**src/rtl/fb_rect_fill_if.sv**
```systemverilog
// Command and framebuffer-write bundle for fb_rect_fill.
// The master side issues fill commands and observes the VRAM write port; the slave side is the filler.
interface fb_rect_fill_if #(
    parameter int ADDR_W = 19,
    parameter int DATA_W = 12
) ();
    logic              cmd_valid;
    logic              cmd_ready;
    logic [9:0]        cmd_x;
    logic [8:0]        cmd_y;
    logic [9:0]        cmd_w;
    logic [8:0]        cmd_h;
    logic [DATA_W-1:0] cmd_color;
    logic              busy;
    logic              done;
    logic              we;
    logic [ADDR_W-1:0] addr;
    logic [DATA_W-1:0] dout;

    modport master (
        output cmd_valid, cmd_x, cmd_y, cmd_w, cmd_h, cmd_color,
        input  cmd_ready, busy, done, we, addr, dout
    );

    modport slave (
        input  cmd_valid, cmd_x, cmd_y, cmd_w, cmd_h, cmd_color,
        output cmd_ready, busy, done, we, addr, dout
    );
endinterface

```
**src/rtl/fb_rect_fill.sv**
```systemverilog
// Rectangle filler: one command per handshake, one clipped pixel write per clock in raster order.
// The first pixel is registered on the accept edge so the VRAM sees it on the very next edge.
module fb_rect_fill #(
    parameter int WIDTH  = 640,
    parameter int HEIGHT = 480,
    parameter int ADDR_W = 19,
    parameter int DATA_W = 12
) (
    input  logic          clk,
    input  logic          rstn,
    fb_rect_fill_if.slave fb_if
);

    typedef enum logic [1:0] {IDLE, FILL, DONE} state_t;

    state_t            state_q;
    logic [10:0]       x_q, x0_q, xe_q;
    logic [9:0]        y_q, ye_q;
    logic [ADDR_W-1:0] row_base_q;
    logic [ADDR_W-1:0] addr_q;
    logic [DATA_W-1:0] dout_q;
    logic              we_q, done_q, busy_q, ready_q;

    logic [10:0]       cmd_xe_sum, cmd_xe;
    logic [9:0]        cmd_ye_sum, cmd_ye;
    logic              cmd_empty;
    logic [ADDR_W-1:0] cmd_base;

    logic              x_last, y_last;
    logic [10:0]       x_d;
    logic [9:0]        y_d;
    logic [ADDR_W-1:0] row_base_d;

    // Clipped exclusive end coordinates, one bit wider than the fields so the sum cannot wrap.
    always_comb begin
        cmd_xe_sum = {1'b0, fb_if.cmd_x} + {1'b0, fb_if.cmd_w};
        cmd_ye_sum = {1'b0, fb_if.cmd_y} + {1'b0, fb_if.cmd_h};
        cmd_xe     = (cmd_xe_sum > 11'(WIDTH))  ? 11'(WIDTH)  : cmd_xe_sum;
        cmd_ye     = (cmd_ye_sum > 10'(HEIGHT)) ? 10'(HEIGHT) : cmd_ye_sum;
        cmd_empty  = (fb_if.cmd_w == '0) || (fb_if.cmd_h == '0) ||
                     ({1'b0, fb_if.cmd_x} >= 11'(WIDTH)) ||
                     ({1'b0, fb_if.cmd_y} >= 10'(HEIGHT));
        // Constant-coefficient product, only needed once per command for the starting row.
        cmd_base   = ADDR_W'(fb_if.cmd_y) * ADDR_W'(WIDTH);
    end

    // Next raster position; the row base advances by one pitch instead of re-multiplying.
    always_comb begin
        x_last     = (x_q + 11'd1) == xe_q;
        y_last     = (y_q + 10'd1) == ye_q;
        x_d        = x_q + 11'd1;
        y_d        = y_q;
        row_base_d = row_base_q;
        if (x_last) begin
            x_d        = x0_q;
            y_d        = y_q + 10'd1;
            row_base_d = row_base_q + ADDR_W'(WIDTH);
        end
    end

    always_ff @(posedge clk or negedge rstn) begin
        if (!rstn) begin
            state_q    <= IDLE;
            x_q        <= '0;
            x0_q       <= '0;
            xe_q       <= '0;
            y_q        <= '0;
            ye_q       <= '0;
            row_base_q <= '0;
            addr_q     <= '0;
            dout_q     <= '0;
            we_q       <= 1'b0;
            done_q     <= 1'b0;
            busy_q     <= 1'b0;
            ready_q    <= 1'b0;
        end else begin
            case (state_q)
                IDLE: begin
                    if (fb_if.cmd_valid && ready_q) begin
                        ready_q    <= 1'b0;
                        busy_q     <= 1'b1;
                        x_q        <= {1'b0, fb_if.cmd_x};
                        x0_q       <= {1'b0, fb_if.cmd_x};
                        xe_q       <= cmd_xe;
                        y_q        <= {1'b0, fb_if.cmd_y};
                        ye_q       <= cmd_ye;
                        row_base_q <= cmd_base;
                        if (cmd_empty) begin
                            done_q  <= 1'b1;
                            state_q <= DONE;
                        end else begin
                            we_q    <= 1'b1;
                            addr_q  <= cmd_base + ADDR_W'(fb_if.cmd_x);
                            dout_q  <= fb_if.cmd_color;
                            state_q <= FILL;
                        end
                    end else begin
                        ready_q <= 1'b1;
                    end
                end
                FILL: begin
                    // x_q/y_q track the pixel currently on the write port.
                    if (x_last && y_last) begin
                        we_q    <= 1'b0;
                        done_q  <= 1'b1;
                        state_q <= DONE;
                    end else begin
                        x_q        <= x_d;
                        y_q        <= y_d;
                        row_base_q <= row_base_d;
                        addr_q     <= row_base_d + ADDR_W'(x_d);
                    end
                end
                DONE: begin
                    done_q  <= 1'b0;
                    busy_q  <= 1'b0;
                    ready_q <= 1'b1;
                    state_q <= IDLE;
                end
                default: state_q <= IDLE;
            endcase
        end
    end

    assign fb_if.cmd_ready = ready_q;
    assign fb_if.busy      = busy_q;
    assign fb_if.done      = done_q;
    assign fb_if.we        = we_q;
    assign fb_if.addr      = addr_q;
    assign fb_if.dout      = dout_q;

endmodule
```
**src/flat_wrapper.sv**
```systemverilog
// flat-port wrapper written by rule: the top's interface ports become plain ports
module fb_rect_fill_flat 
#(
    parameter int WIDTH  = 640,
    parameter int HEIGHT = 480,
    parameter int ADDR_W = 19,
    parameter int DATA_W = 12
)
  (clk, rstn, fb_if_cmd_valid, fb_if_cmd_x, fb_if_cmd_y, fb_if_cmd_w, fb_if_cmd_h, fb_if_cmd_color, fb_if_cmd_ready, fb_if_busy, fb_if_done, fb_if_we, fb_if_addr, fb_if_dout);
  fb_rect_fill_if #(.ADDR_W(ADDR_W), .DATA_W(DATA_W)) fb_if_i ();
  input  logic clk;
  input  logic rstn;
  input wire logic [$bits(fb_if_i.cmd_valid)-1:0] fb_if_cmd_valid;
  input wire logic [$bits(fb_if_i.cmd_x)-1:0] fb_if_cmd_x;
  input wire logic [$bits(fb_if_i.cmd_y)-1:0] fb_if_cmd_y;
  input wire logic [$bits(fb_if_i.cmd_w)-1:0] fb_if_cmd_w;
  input wire logic [$bits(fb_if_i.cmd_h)-1:0] fb_if_cmd_h;
  input wire logic [$bits(fb_if_i.cmd_color)-1:0] fb_if_cmd_color;
  output wire logic [$bits(fb_if_i.cmd_ready)-1:0] fb_if_cmd_ready;
  output wire logic [$bits(fb_if_i.busy)-1:0] fb_if_busy;
  output wire logic [$bits(fb_if_i.done)-1:0] fb_if_done;
  output wire logic [$bits(fb_if_i.we)-1:0] fb_if_we;
  output wire logic [$bits(fb_if_i.addr)-1:0] fb_if_addr;
  output wire logic [$bits(fb_if_i.dout)-1:0] fb_if_dout;
  assign fb_if_i.cmd_valid = fb_if_cmd_valid;
  assign fb_if_i.cmd_x = fb_if_cmd_x;
  assign fb_if_i.cmd_y = fb_if_cmd_y;
  assign fb_if_i.cmd_w = fb_if_cmd_w;
  assign fb_if_i.cmd_h = fb_if_cmd_h;
  assign fb_if_i.cmd_color = fb_if_cmd_color;
  assign fb_if_cmd_ready = fb_if_i.cmd_ready;
  assign fb_if_busy = fb_if_i.busy;
  assign fb_if_done = fb_if_i.done;
  assign fb_if_we = fb_if_i.we;
  assign fb_if_addr = fb_if_i.addr;
  assign fb_if_dout = fb_if_i.dout;
  fb_rect_fill #(.WIDTH(WIDTH), .HEIGHT(HEIGHT), .ADDR_W(ADDR_W), .DATA_W(DATA_W)) u_core (.clk(clk), .rstn(rstn), .fb_if(fb_if_i));
endmodule
```
**config.mk**
```make
export PLATFORM = sky130hd
export DESIGN_NAME = fb_rect_fill_flat
export DESIGN_NICKNAME = d
export VERILOG_FILES = /design/src/rtl/fb_rect_fill_if.sv /design/src/rtl/fb_rect_fill.sv /design/src/flat_wrapper.sv
export SDC_FILE = /design/constraint.sdc
export NUM_CORES = 1
export LEC_CHECK = 0
export ABC_AREA = 1
export ABC_CLOCK_PERIOD_IN_PS = 6700
export BUFFER_PORTS_ARGS = -buffer_cell sky130_fd_sc_hd__buf_2
export CORE_ASPECT_RATIO = 1.25
export CORE_MARGIN = 3
export CORE_UTILIZATION = 25
export DETAILED_ROUTE_END_ITERATION = 16
export PLACE_DENSITY_LB_ADDON = 0.1
export SYNTH_ARGS = -nofsm -noshare
export SYNTH_HDL_FRONTEND = slang
export SYNTH_SLANG_ARGS = --single-unit
```
**constraint.sdc**
```tcl
create_clock -name clk -period 6.7 [get_ports clk]
set_input_delay 0.67 -clock clk [delete_from_list [all_inputs] [get_ports clk]]
set_output_delay 0.67 -clock clk [all_outputs]
set_load 0.02 [all_outputs]
```
==> results of run 1 <==
## state kept, by name, summed over array words and instances, names as in the netlist, 10 cells and up
register	flops
u_core.ye_q	10
u_core.fb_if.dout	12
u_core.row_base_q	12
u_core.x_q	11
u_core.x0_q	10
u_core.xe_q	11
u_core.fb_if.addr	19
u_core.y_q	10
## synthesized netlist by cell type (3+ instances only)
| cell type | instances | share of area (%) |
|---|---|---|
| sky130_fd_sc_hd__a21oi_1 | 37 | 2.6 |
| sky130_fd_sc_hd__a31oi_1 | 13 | 1.1 |
| sky130_fd_sc_hd__buf_2 | 8 | 0.55 |
| sky130_fd_sc_hd__clkbuf_1 | 14 | 0.72 |
| sky130_fd_sc_hd__dfrtp_1 | 101 | 35 |
| sky130_fd_sc_hd__fa_1 | 4 | 1.1 |
| sky130_fd_sc_hd__ha_1 | 43 | 7.4 |
| sky130_fd_sc_hd__inv_1 | 128 | 6.6 |
| sky130_fd_sc_hd__inv_2 | 7 | 0.36 |
| sky130_fd_sc_hd__mux2_2 | 12 | 1.9 |
| sky130_fd_sc_hd__nand2_1 | 254 | 13 |
| sky130_fd_sc_hd__nand2_2 | 7 | 0.60 |
| sky130_fd_sc_hd__nand3_1 | 77 | 5.3 |
| sky130_fd_sc_hd__nand4_1 | 11 | 0.95 |
| sky130_fd_sc_hd__nor2_1 | 93 | 4.8 |
| sky130_fd_sc_hd__nor2_2 | 3 | 0.26 |
| sky130_fd_sc_hd__nor2_4 | 6 | 0.93 |
| sky130_fd_sc_hd__nor3_1 | 12 | 0.83 |
| sky130_fd_sc_hd__nor4_1 | 5 | 0.43 |
| sky130_fd_sc_hd__o211ai_1 | 9 | 0.93 |
| sky130_fd_sc_hd__o21ai_0 | 72 | 5.0 |
| sky130_fd_sc_hd__o21ai_1 | 26 | 1.8 |
| sky130_fd_sc_hd__o22ai_1 | 7 | 0.60 |
| sky130_fd_sc_hd__or2_2 | 9 | 0.78 |
| sky130_fd_sc_hd__xnor2_1 | 9 | 1.1 |
| sky130_fd_sc_hd__xor2_1 | 25 | 3.0 |
## where the power goes
part           switching, W  internal (W)  total, W  leakage (nW)
clock              0.000281      0.000309  0.000590         0.154
sequential       0.00000536      0.000617  0.000623          1.15
combinational      0.000155     0.0000819  0.000237          3.05
## area by class of cell
cell class,count,area share [%]
Tap cell,355,5.30
Sequential cell,101,30.2
Multi-Input combinational cell,749,49.0
Inverter,136,6.09
Clock inverter,6,0.926
Timing Repair Buffer,92,5.68
Clock buffer,10,2.85
## stage by stage
stage | total power (W) | utilization [%] | area, sq um | hold WS (ns)
global route | 0.00154 | 29.4 | 8380 | 0.351
floorplan | 0.000788 | - | 7260 | 0.374
finish | 0.00145 | 29.4 | 8380 | 0.293
CTS | 0.00147 | 29.4 | 8380 | 0.328
detailed placement | 0.000877 | 28.3 | 8060 | 0.455
global placement | 0.000879 | 28.3 | 8060 | 0.453
## per-layer routing
layer | vias up | wire length [um] | GRT usage (%) | part of all wire (%)
met2 | 89 | 10700 | 25.5 | 48
met3 | 18 | 570 | 2.17 | 2.6
met1 | 3046 | 10600 | 19.9 | 48
met4 | 2 | 301 | 4.24 | 1.4
li1 | 3455 | - | - | -
met5 | - | 13 | 0 | 0.058
## cell families (layout without fill, tap and decap cells)
family	Yosys count	in the layout
adder cells (fa/ha/maj)	47	47
flip-flops	101	101
buffers and inverters	162	244
AO/OA/AOI/OAI	174	174
XOR/XNOR	34	34
AND/OR/NAND/NOR	482	482
multiplexers	12	12
## worst max-delay path by stage
| stage | cells past startpoint | to | startpoint | slack, ns |
|---|---|---|---|---|
| 2_1_floorplan | 31 | u_core.fb_if.addr[14] | u_core.x_q[0] | 3.30 |
| 3_3_place_gp | 31 | u_core.fb_if.addr[15] | u_core.x_q[0] | 2.82 |
| 3_5_place_dp | 31 | u_core.fb_if.addr[15] | u_core.x_q[0] | 2.72 |
| 4_1_cts | 31 | u_core.fb_if.addr[15] | u_core.x_q[0] | 2.69 |
| 5_1_grt | 30 | u_core.fb_if.addr[15] | u_core.x_q[0] | 2.13 |
| 6_report | 31 | u_core.fb_if.addr[15] | u_core.x_q[0] | 2.71 |
## cells in the final DEF, fill, tap and decap left out, types with 25 or more instances in the layout
cell and n:
sky130_fd_sc_hd__dfrtp_1 101, sky130_fd_sc_hd__a21oi_1 37, sky130_fd_sc_hd__inv_1 128, sky130_fd_sc_hd__o21ai_1 26, sky130_fd_sc_hd__nor2_1 92, sky130_fd_sc_hd__ha_1 43
sky130_fd_sc_hd__o21ai_0 72, sky130_fd_sc_hd__xor2_1 25, sky130_fd_sc_hd__buf_2 86, sky130_fd_sc_hd__nand2_1 254, sky130_fd_sc_hd__nand3_1 77
==> results summary, run 1 <==
The run finished with clean final reports. The number of enable flip-flop cells after synthesis came out at 0. On the critical path the largest part of the delay comes from simple AND/OR/NAND/NOR gates. The global-route wire length before repair came out at 36.5 mm. The initial antenna violation count was 1. The adder and majority cell fraction of the synthesized area is 8.52%. The number of violations of the max-capacitance limit came out at 0.

The post-synthesis async set-or-reset flop share came out at 100%. The initialized floorplan defines 69 standard-cell rows. The number of hold violations in the final report came out at 0. The ratio of cells with drive above 1 in the final layout is between 10% and 20%. The clock arrives with 0.00805 ns of skew.

The peak supply drop came out at roughly 0.00011 V. The placeable core region is 0.0285 sq mm. The complex-gate fraction of the synthesized area is 13.2%.

The power per standard cell area came out at 173 mW/mm^2. Summing all multi-input logic gate instances after layout gives approximately 0.0041 sq mm. The final RePlAce weighted congestion is 0.820. The final setup TNS came out at 0 ns. The capturing element type of the critical path is a flip-flop. Counting tap cells, the placed design contains a total of approximately 1.4k instances.

The share of the clock period used by the worst path is 59.5%. The clock slew at the register clock pins of the worst setup and hold paths is 0.08 ns. The height of the die is 196 um. The global-route congestion overflow total is 0.

The detailed-placement wirelength estimate is 17.0 mm. The length in cells of the worst reg-to-reg path came out at 31. The clock buffer count from CTS is 9.

The number of clock sinks is approximately 100. The number of nets in the finished design is roughly 1.2k. In this run, distinct cell masters in the synthesized netlist total 42. The aggregate routed wire length is about 22 mm. By area, the combinational part of the netlist is dominated by simple AND/OR/NAND/NOR gates. The post-synthesis instance total came out at slightly above 1k. CTS placed an instance of sky130_fd_sc_hd__clkbuf_16 at the clock tree root. The setup-violating endpoint count in the final report is 0. The cts-stage hold buffer count came out at 0.

The element type at the critical path start is a flip-flop. The area growth from synthesis to layout is 15.4%. CTS built an H-tree with a depth of 3. The sequential area share after synthesis came out at 34.8%. The maximum buffer depth of the clock tree is 2. TritonCTS built the clock tree. The number of max-slew violations in the final report came out at 0. The number of setup buffers added after CTS came out at 0. During synthesis, Yosys emitted a total of 0 warnings.

The total of cells resized after clock tree synthesis came out at 0. The routed via count came out at about 6.6k. The clock period could shrink to 3.99 ns. The fraction of synthesized cell area in xor and xnor cells came out at 4.10%.

The clock latency of the later-clocked register in the worst-skew pair came out at approximately 0.37 ns. The largest net degree at the start of global routing came out at 59. The starting density of the core is between 20% and 30%.

The filler cell count in the final layout is 3,212. Setup slack on the critical path of the routed design comes to approximately 2.7 ns. The launching point of the worst reg2reg path is u_core.x_q[0]. The slowest stage of the critical path belongs to the cell sky130_fd_sc_hd__dfrtp_1.

In the routed layout, each cell is associated on average with a via count of 4.56. The net count of the mapped netlist is 1,112. The stage delay of the slowest cell on the critical path is 0.44 ns. The number of buffer and inverter instances along the worst setup path came out at 7.

The number of nets with antenna violations after routing came out at 0. The static leakage power is 4.35 nW. Among the stages of the critical path, the cell type that occurs most often is sky130_fd_sc_hd__nand2_1. The required arrival time at the worst endpoint is 6.97 ns. The horizontal extent of the die came out at around 160 um. The DRC violation total after the first TritonRoute iteration is 256. The cell area after synthesis came out at 0.00726 sq mm. The worst max-slew margin expressed relative to the limit is 43.3%.

The most used flip-flop cell after synthesis is sky130_fd_sc_hd__dfrtp_1. The data arrival time of the critical path is 4.25 ns. The number of optimization iterations in the first detailed-route pass is 4. The overall routing resource usage came out at about 15%.

Input and output buffers added on the ports amount to 87. The post-layout instance count excluding filler cells came out at 1,449. The maximum net fanout on the critical path came out at 31. Setup repair after global routing left no endpoint under its margin. The worst-margin pin slew came out at 0.847 ns. The flip-flop and latch area is 0.00253 sq mm. The number of top-level pins is 88. The path category of the worst min-delay check is primary input to async pin. The antenna cell count is 0. The synthesized netlist devotes between 20% and 30% of its cell area to simple gates. The full die area is 0.0311 sq mm. Static timing analysis puts the maximum clock frequency at between 200 and 300 MHz. Prior to clock tree synthesis, the placed netlist has a worst setup slack of 2.72 ns.

The portion of synthesized area spent on multiplexers is between 1.5 and 2%. After detailed routing, the average wire length per cell comes to 15.3 um. In this run the critical register-to-register path is captured at u_core.fb_if.addr[15].

The setup path with the least slack is of type flip-flop to flip-flop. After detailed routing, the number of remaining DRC violations is 0. The register-to-register setup slack is 2.71 ns. The number of storage elements in the synthesis netlist is 101. The number of global-route vias before repair came to 6,728. The mean area per synthesized cell is 7.17 sq um.
No activity file was read; power rests on OpenSTA's default activity.
==> inputs of run 2 (changes only) <==
ABC_CLOCK_PERIOD_IN_PS = 3900   (was 6700)
clock period = 3.9 ns   (was 6.7 ns; I/O delays follow)
==> run 2 against run 1 <==
Against the previous run:
- sequential power rose by 72%
- routed wire length up 1.8%
- maximum frequency grew 14%
- critical path depth is 1 lower
- critical endpoint unchanged
- clock power is 66% higher
- global-route usage barely moved
- count of clock-buffer cells in the layout increased by 1
- die area unchanged
- final cell count increased by 0.97%
- flip-flop and latch count stayed put
- first-iteration DRC count up 44%
- register-to-register slack lost 2.3 ns
==> results summary, run 2 (same netlist as run 1, synthesis figures left out) <==
STA puts the critical path data required time at 4.16 ns. The clock buffer count from CTS came out at 9. Of the cells placed in the final design, the portion with a size suffix greater than 1 is 16.2%.

The count of H-tree levels built during CTS is 3. The number of cells in the design after placement is 1,441. The antenna cell count is 0. The number of placement rows is 69.

The root buffer selected by CTS is sky130_fd_sc_hd__clkbuf_16. The maximum net fanout on the critical path came out at 12. After the flow finishes, the layout carries non-filler instances totaling 1,463. VDD sags by at most 0.000175 V. The global-route congestion overflow total is 0.

The number of top-level pins is 88. Data on the critical path arrives at its endpoint at 3.77 ns. The worst setup path is of the flip-flop to flip-flop kind. The setup-violating endpoint count in the final report came out at 0. The number of port buffers is 87.

The share of the clock period used by the worst path is between 80% and 90%. The number of buffer and inverter instances along the worst setup path is 7. The critical path crosses 30 cells after its start point. Setup repair after global routing left no endpoint under its margin. After the last flow step, the layout net total stands at 1,203.

STA classifies the critical path endpoint as a flip-flop. TritonCTS built the clock tree. The final period demand of the worst path came out at 3.50 ns. The register-to-register setup slack is 0.40 ns. The initial antenna violation count was 1. The final RePlAce weighted congestion is 0.787.

The clock slew at the register clock pins of the worst setup and hold paths came out at 0.08 ns. The full die area came out at 0.0311 sq mm. Leaving out fill and tap cells, the most frequent cell in the layout is sky130_fd_sc_hd__nand2_1. Among cell families on the critical path, the largest total delay comes from simple AND/OR/NAND/NOR gates.

The starting density of the core came out at about a quarter. Max-cap violations in this run came to 0. The number of optimization iterations in the first detailed-route pass came out at 5. The final route contains about 6.7k vias.

The number of max-slew violations in the final report came out at 0. In this run the critical register-to-register path is captured at u_core.fb_if.addr[15]. The growth of design area from synthesis to finish is 17.9%.

At the pin with the least slew margin, the transition time is about 0.52 ns. Summed over all failing endpoints, the final setup total negative slack is 0 ns. On the final layout, the worst clock skew is roughly 0.013 ns.

In this run the worst setup path begins at u_core.x_q[0]. The maximum buffer depth of the clock tree came out at 2. The number of hold violations in the final report was 0. The worst-path cell with the longest stage delay is sky130_fd_sc_hd__dfrtp_2. The mean routed wirelength per cell is 15.5 um. After floorplanning, the core was sized to cover 0.0285 sq mm. After detailed routing, the number of remaining DRC violations is 0.

The die is 196 um tall. The number of nets with antenna violations after routing is 0. The stage delay of the slowest cell on the critical path is 0.43 ns. The power per standard cell area is 288 mW/mm^2. Static timing analysis puts the maximum clock frequency at around 290 MHz. The worst max-slew margin expressed relative to the limit came out at 65.1%. The DRC violation total after the first TritonRoute iteration came out at approximately 370. The overall routing resource usage is ~15%. The clock latency of the later-clocked register in the worst-skew pair came out at 0.36 ns.

The capturing instance or port of the critical path is u_core.fb_if.addr[15]. Leaving out fill and tap cells, the most frequent cells in the layout are 253 x sky130_fd_sc_hd__nand2_1, 128 x sky130_fd_sc_hd__inv_1, 100 x sky130_fd_sc_hd__dfrtp_1, 88 x sky130_fd_sc_hd__nor2_1, 86 x sky130_fd_sc_hd__buf_2. The number of global-route vias before repair is 6,640. The register with the most flip-flops in the layout has 19 of them. The global-route wire length before repair came out at 36.9 mm. In the routed layout, each cell is associated on average with a via count of 4.59.

The final layout contains routed wiring with a total length of approximately 23 mm. The largest net degree at the start of global routing is 82. The launching point of the worst reg2reg path is u_core.x_q[0]. The length in cells of the worst reg-to-reg path came out at 30.

The tightest min-delay check is of the primary input to flip-flop type. Detailed placement finished with a half-perimeter wire length of 17.5 mm. The horizontal extent of the die is roughly 160 um.

The run finished with clean final reports. The number of clock sinks is 101. In this run the static leakage power is 4.42 nW. The final hold slack came out at 0.255 ns. The element type at the critical path start is a flip-flop.
==> run 2: worst min path at each step <==
stage                       startpoint                    end  slack [ns]  cells past startpoint
floorplan                         rstn   u_core.fb_if.addr[0]        0.09                      0
global placement                  rstn  u_core.row_base_q[16]        0.32                      1
detailed placement                rstn  u_core.row_base_q[17]        0.32                      1
CTS                 fb_if_cmd_color[2]   u_core.fb_if.dout[2]        0.24                      2
global route        fb_if_cmd_color[4]   u_core.fb_if.dout[4]        0.25                      2
finish              fb_if_cmd_color[2]   u_core.fb_if.dout[2]        0.25                      2
==> run 2: area by class of cell <==
cell class | count | area [sq um]
tap | 355 | 444
clock inverter | 5 | 66.3
multi-input combinational | 749 | 4170
timing repair buffer | 106 | 596
sequential | 101 | 2530
fill | 3183 | 19900
clock buffer | 11 | 243
inverter | 136 | 513
==> run 2: per-stage QoR <==
stage / worst slack [ns] / power (W) / area, sq um / util, %
after floorplan: 0.503 / 0.00135 / 7260 / -
after global routing: 0.0127 / 0.00262 / 8560 / 30.0
final: 0.396 / 0.00246 / 8560 / 30.0
after detailed placement: 0.196 / 0.00151 / 8130 / 28.5
after CTS: 0.176 / 0.00252 / 8450 / 29.7
after global placement: 0.258 / 0.00151 / 8130 / 28.5
==> run 2: per-layer routing <==
layer | vias to the layer above | GRT usage (%) | wire length (um)
li1 | 3489 | - | -
met1 | 3114 | 20.7 | 10700
met2 | 100 | 25.2 | 11000
met3 | 13 | 2.11 | 655
met4 | 2 | 3.54 | 277
met5 | - | 0 | 13
==> run 2: power breakdown <==
group / internal, W / switching, W
registers: 0.00106 / 0.00000930
logic: 0.000143 / 0.000266
clock network: 0.000526 / 0.000455
==> run 2: timing repair <==
action	CTS	global route
endpoints found under the hold margin	20	0
setup buffers	0	5
hold buffers	1	0
setup endpoints to repair	0	8
gates resized for setup	0	16
==> inputs of run 3 (changes only) <==
CORE_MARGIN = 5   (was 3)
SKIP_CTS_REPAIR_TIMING = 1   (was unset)
==> run 3 against run 2 <==
Against the previous run:
- die area increased by 4.6%
- cell area increased by 0.16%
- sequential share of layout area about the same
- combinational power about the same
- count of clock-buffer cells in the layout decreased by 2
- clock power decreased by 1%
- non-clock buffer count decreased by 2
- critical path depth unchanged
- sequential power about the same
- maximum frequency decreased by 0.53%
- final cell count increased by 2.3%
- critical path type unchanged
==> results summary, run 3 (same netlist as run 1, synthesis figures left out) <==
The number of port buffers came out at 87. Across all layers, the routed design uses 6,675 vias. For this block, the initial DRC count from the detailed router was 242. The number of cells in the design after placement came out at 1,476. The number of max-slew violations in the final report was 0.

The number of nets in the finished design is 1,201. The capturing element type of the critical path is a flip-flop. The path category of the worst min-delay check is primary input to async pin.

The number of clock sinks came out at about 100. The detailed-route vias per instance came out at 4.46. The net switching power came out at 0.000737 W. Sequential cells account for 43.7% of the total power. Once routing completed, OpenROAD measured the worst setup slack at 0.378 ns. The initial antenna violation count is 1.

The most numerous cell type found on the critical path is sky130_fd_sc_hd__nand2_1. The flow ran to the end, and the final reports show no timing, DRC or antenna violations. Detailed placement ended at an HPWL of 17.4 mm.

The relative contribution of the clock network to total power came out at 39.6%. The clock period could shrink to 3.52 ns. The setup-violating endpoint count in the final report came out at 0.

The required arrival time at the worst endpoint came out at 4.16 ns. After layout, the worst path uses about nine tenths of the clock period. In this run the static leakage power is between 4 and 5 nW. The largest net degree at the start of global routing came out at 102.

The worst setup path is launched from a flip-flop. For the pin with the worst max-slew slack, the measured transition is roughly 0.74 ns. The overall routing resource usage came out at 14.4%. The number of global-route vias before repair was roughly 7.0k. The post-layout instance area came out at about 0.0086 sq mm.

CTS built an H-tree with a depth of 3. The instance area after placement is slightly above 0.008 sq mm. The ratio of cells with drive above 1 in the final layout is roughly 16%.

TritonCTS built the clock tree. The number of remaining DRC errors is 0. The starting density of the core came out at roughly a quarter. The aggregate routed wire length came out at about 23 mm. The clock latency of the later-clocked register in the worst-skew pair came out at 0.36 ns. The flip-flop count of the largest register after layout is 19. Clock tree synthesis inserted a total of 9 buffers. Across the routed clock network, the largest skew measured is 0.0119 ns. In this run the horizontal extent of the chip is about 160 um. The initialized floorplan defines 69 standard-cell rows. In this run the count of I/O pins placed on the die edge is 88.

The final setup TNS is 0 ns. The top cell types in the final layout, fill and taps aside, are 254 x sky130_fd_sc_hd__nand2_1, 128 x sky130_fd_sc_hd__inv_1, 99 x sky130_fd_sc_hd__dfrtp_1, 90 x sky130_fd_sc_hd__nor2_1, 86 x sky130_fd_sc_hd__buf_2. By startpoint and endpoint, the worst setup path is classified as flip-flop to flip-flop.

The share of total power consumed by net switching came out at 30.1%. The worst max-slew margin expressed relative to the limit came out at roughly 50%. The number of hold violations in the final report came to 0. The number of nets with antenna violations after routing came out at 0. The height of the die is 200 um. The total power came out at 0.00245 W.

The worst setup slack after placement is roughly 0.27 ns. The length in cells of the worst reg-to-reg path is 30. The antenna cell count came out at 0. The stage delay of the slowest cell on the critical path came out at approximately 0.43 ns.

The full die area is 0.0326 sq mm. The global-route congestion overflow total is 0. The combinational group share of total power is 16.8%.

The number of optimization iterations in the first detailed-route pass came out at 4. The post-layout instance count excluding filler cells came out at 1,496. The library cell used most frequently in the layout, excluding fill and tap cells, is sky130_fd_sc_hd__nand2_1. The total area inside the core boundary comes to between 0.02 and 0.03 sq mm. The global-route wire length before repair came out at ~37 mm. The maximum net fanout on the critical path came out at 12. On the critical path, the stage with the largest delay is an instance of sky130_fd_sc_hd__dfrtp_2. The power per standard cell area came out at 286 mW/mm^2.

The clock slew at the register clock pins of the worst setup and hold paths is 0.08 ns. The highest clock rate came out at 284 MHz. The cell-internal power is 0.00171 W.

The root buffer cell chosen for the clock tree is sky130_fd_sc_hd__clkbuf_16. The number of violations of the max-capacitance limit is 0. The final RePlAce weighted congestion came out at approximately 0.81. The growth of design area from synthesis to finish is 18.1%.

Counting along the longest clock path gives a buffer depth of 2. The worst-case IR drop observed on VDD is 0.000164 V. The mean routed wirelength per cell came out at 15.2 um. The data arrival time of the critical path came out at around 3.8 ns.
run 3: cell types whose count changed in the layout (fill, tap and decap cells not counted), sizes merged:
cell         change
buf              -1
clkinv           +2
clkbuf           -2
dlygate4sd3      -1
run 3: final timing paths:
kind / start / to / slack, ns
setup / recovery: u_core.x_q[1] / u_core.fb_if.addr[15] / 0.38
hold / removal: rstn / u_core.fb_if.addr[5] / 0.09
setup reg to reg: u_core.x_q[1] / u_core.fb_if.addr[15] / 0.38
hold reg to reg: u_core.fb_if.addr[3] / u_core.fb_if.addr[3] / 0.47
max in group asynchronous: rstn / u_core.fb_if.dout[11] / 3.35
min in group clk: fb_if_cmd_color[1] / u_core.fb_if.dout[1] / 0.26
run 3: metal layers:
layer	wire length, um	track usage [%]	up-vias
li1	-	-	3487
met1	10700	18.8	3089
met2	11100	24.9	82
met3	699	2.18	15
met4	258	3.29	2
met5	7	0	-
run 3: stage by stage:
stage               utilization, %  hold slack [ns]
finish                        30.0           0.0936
global route                  30.0            0.144
CTS                           29.7            0.118
detailed placement            28.6            0.453
global placement              28.6            0.452
floorplan                        -           0.0944
run 3: power groups by stage:
stage	combinational, W	clock, W	sequential, W
floorplan	0.000256	0	0.00110
global placement	0.000419	0	0.00109
detailed placement	0.000417	0	0.00109
CTS	0.000420	0.00102	0.00107
global route	0.000477	0.00106	0.00107
finish	0.000411	0.000969	0.00107
run 3: cell type report:
| class | instances | area, sq um |
|---|---|---|
| multi-input cells | 749 | 4160 |
| inverters | 136 | 510 |
| fillers | 3178 | 20000 |
| clock inverters | 7 | 81.3 |
| clock buffers | 9 | 225 |
| repair buffers | 104 | 578 |
| flip-flops and latches | 101 | 2530 |
| well taps | 390 | 488 |
run 3: worst max-delay path: cells and delay by family, from the launching register on:
kind,cells,cell delay [ns]
AOI/OAI and AO/OA,1,0.06
and+or+nand+nor,22,2.13
DFF,1,0.43
adders and majority gates,2,0.48
buffers and inverters,5,0.32
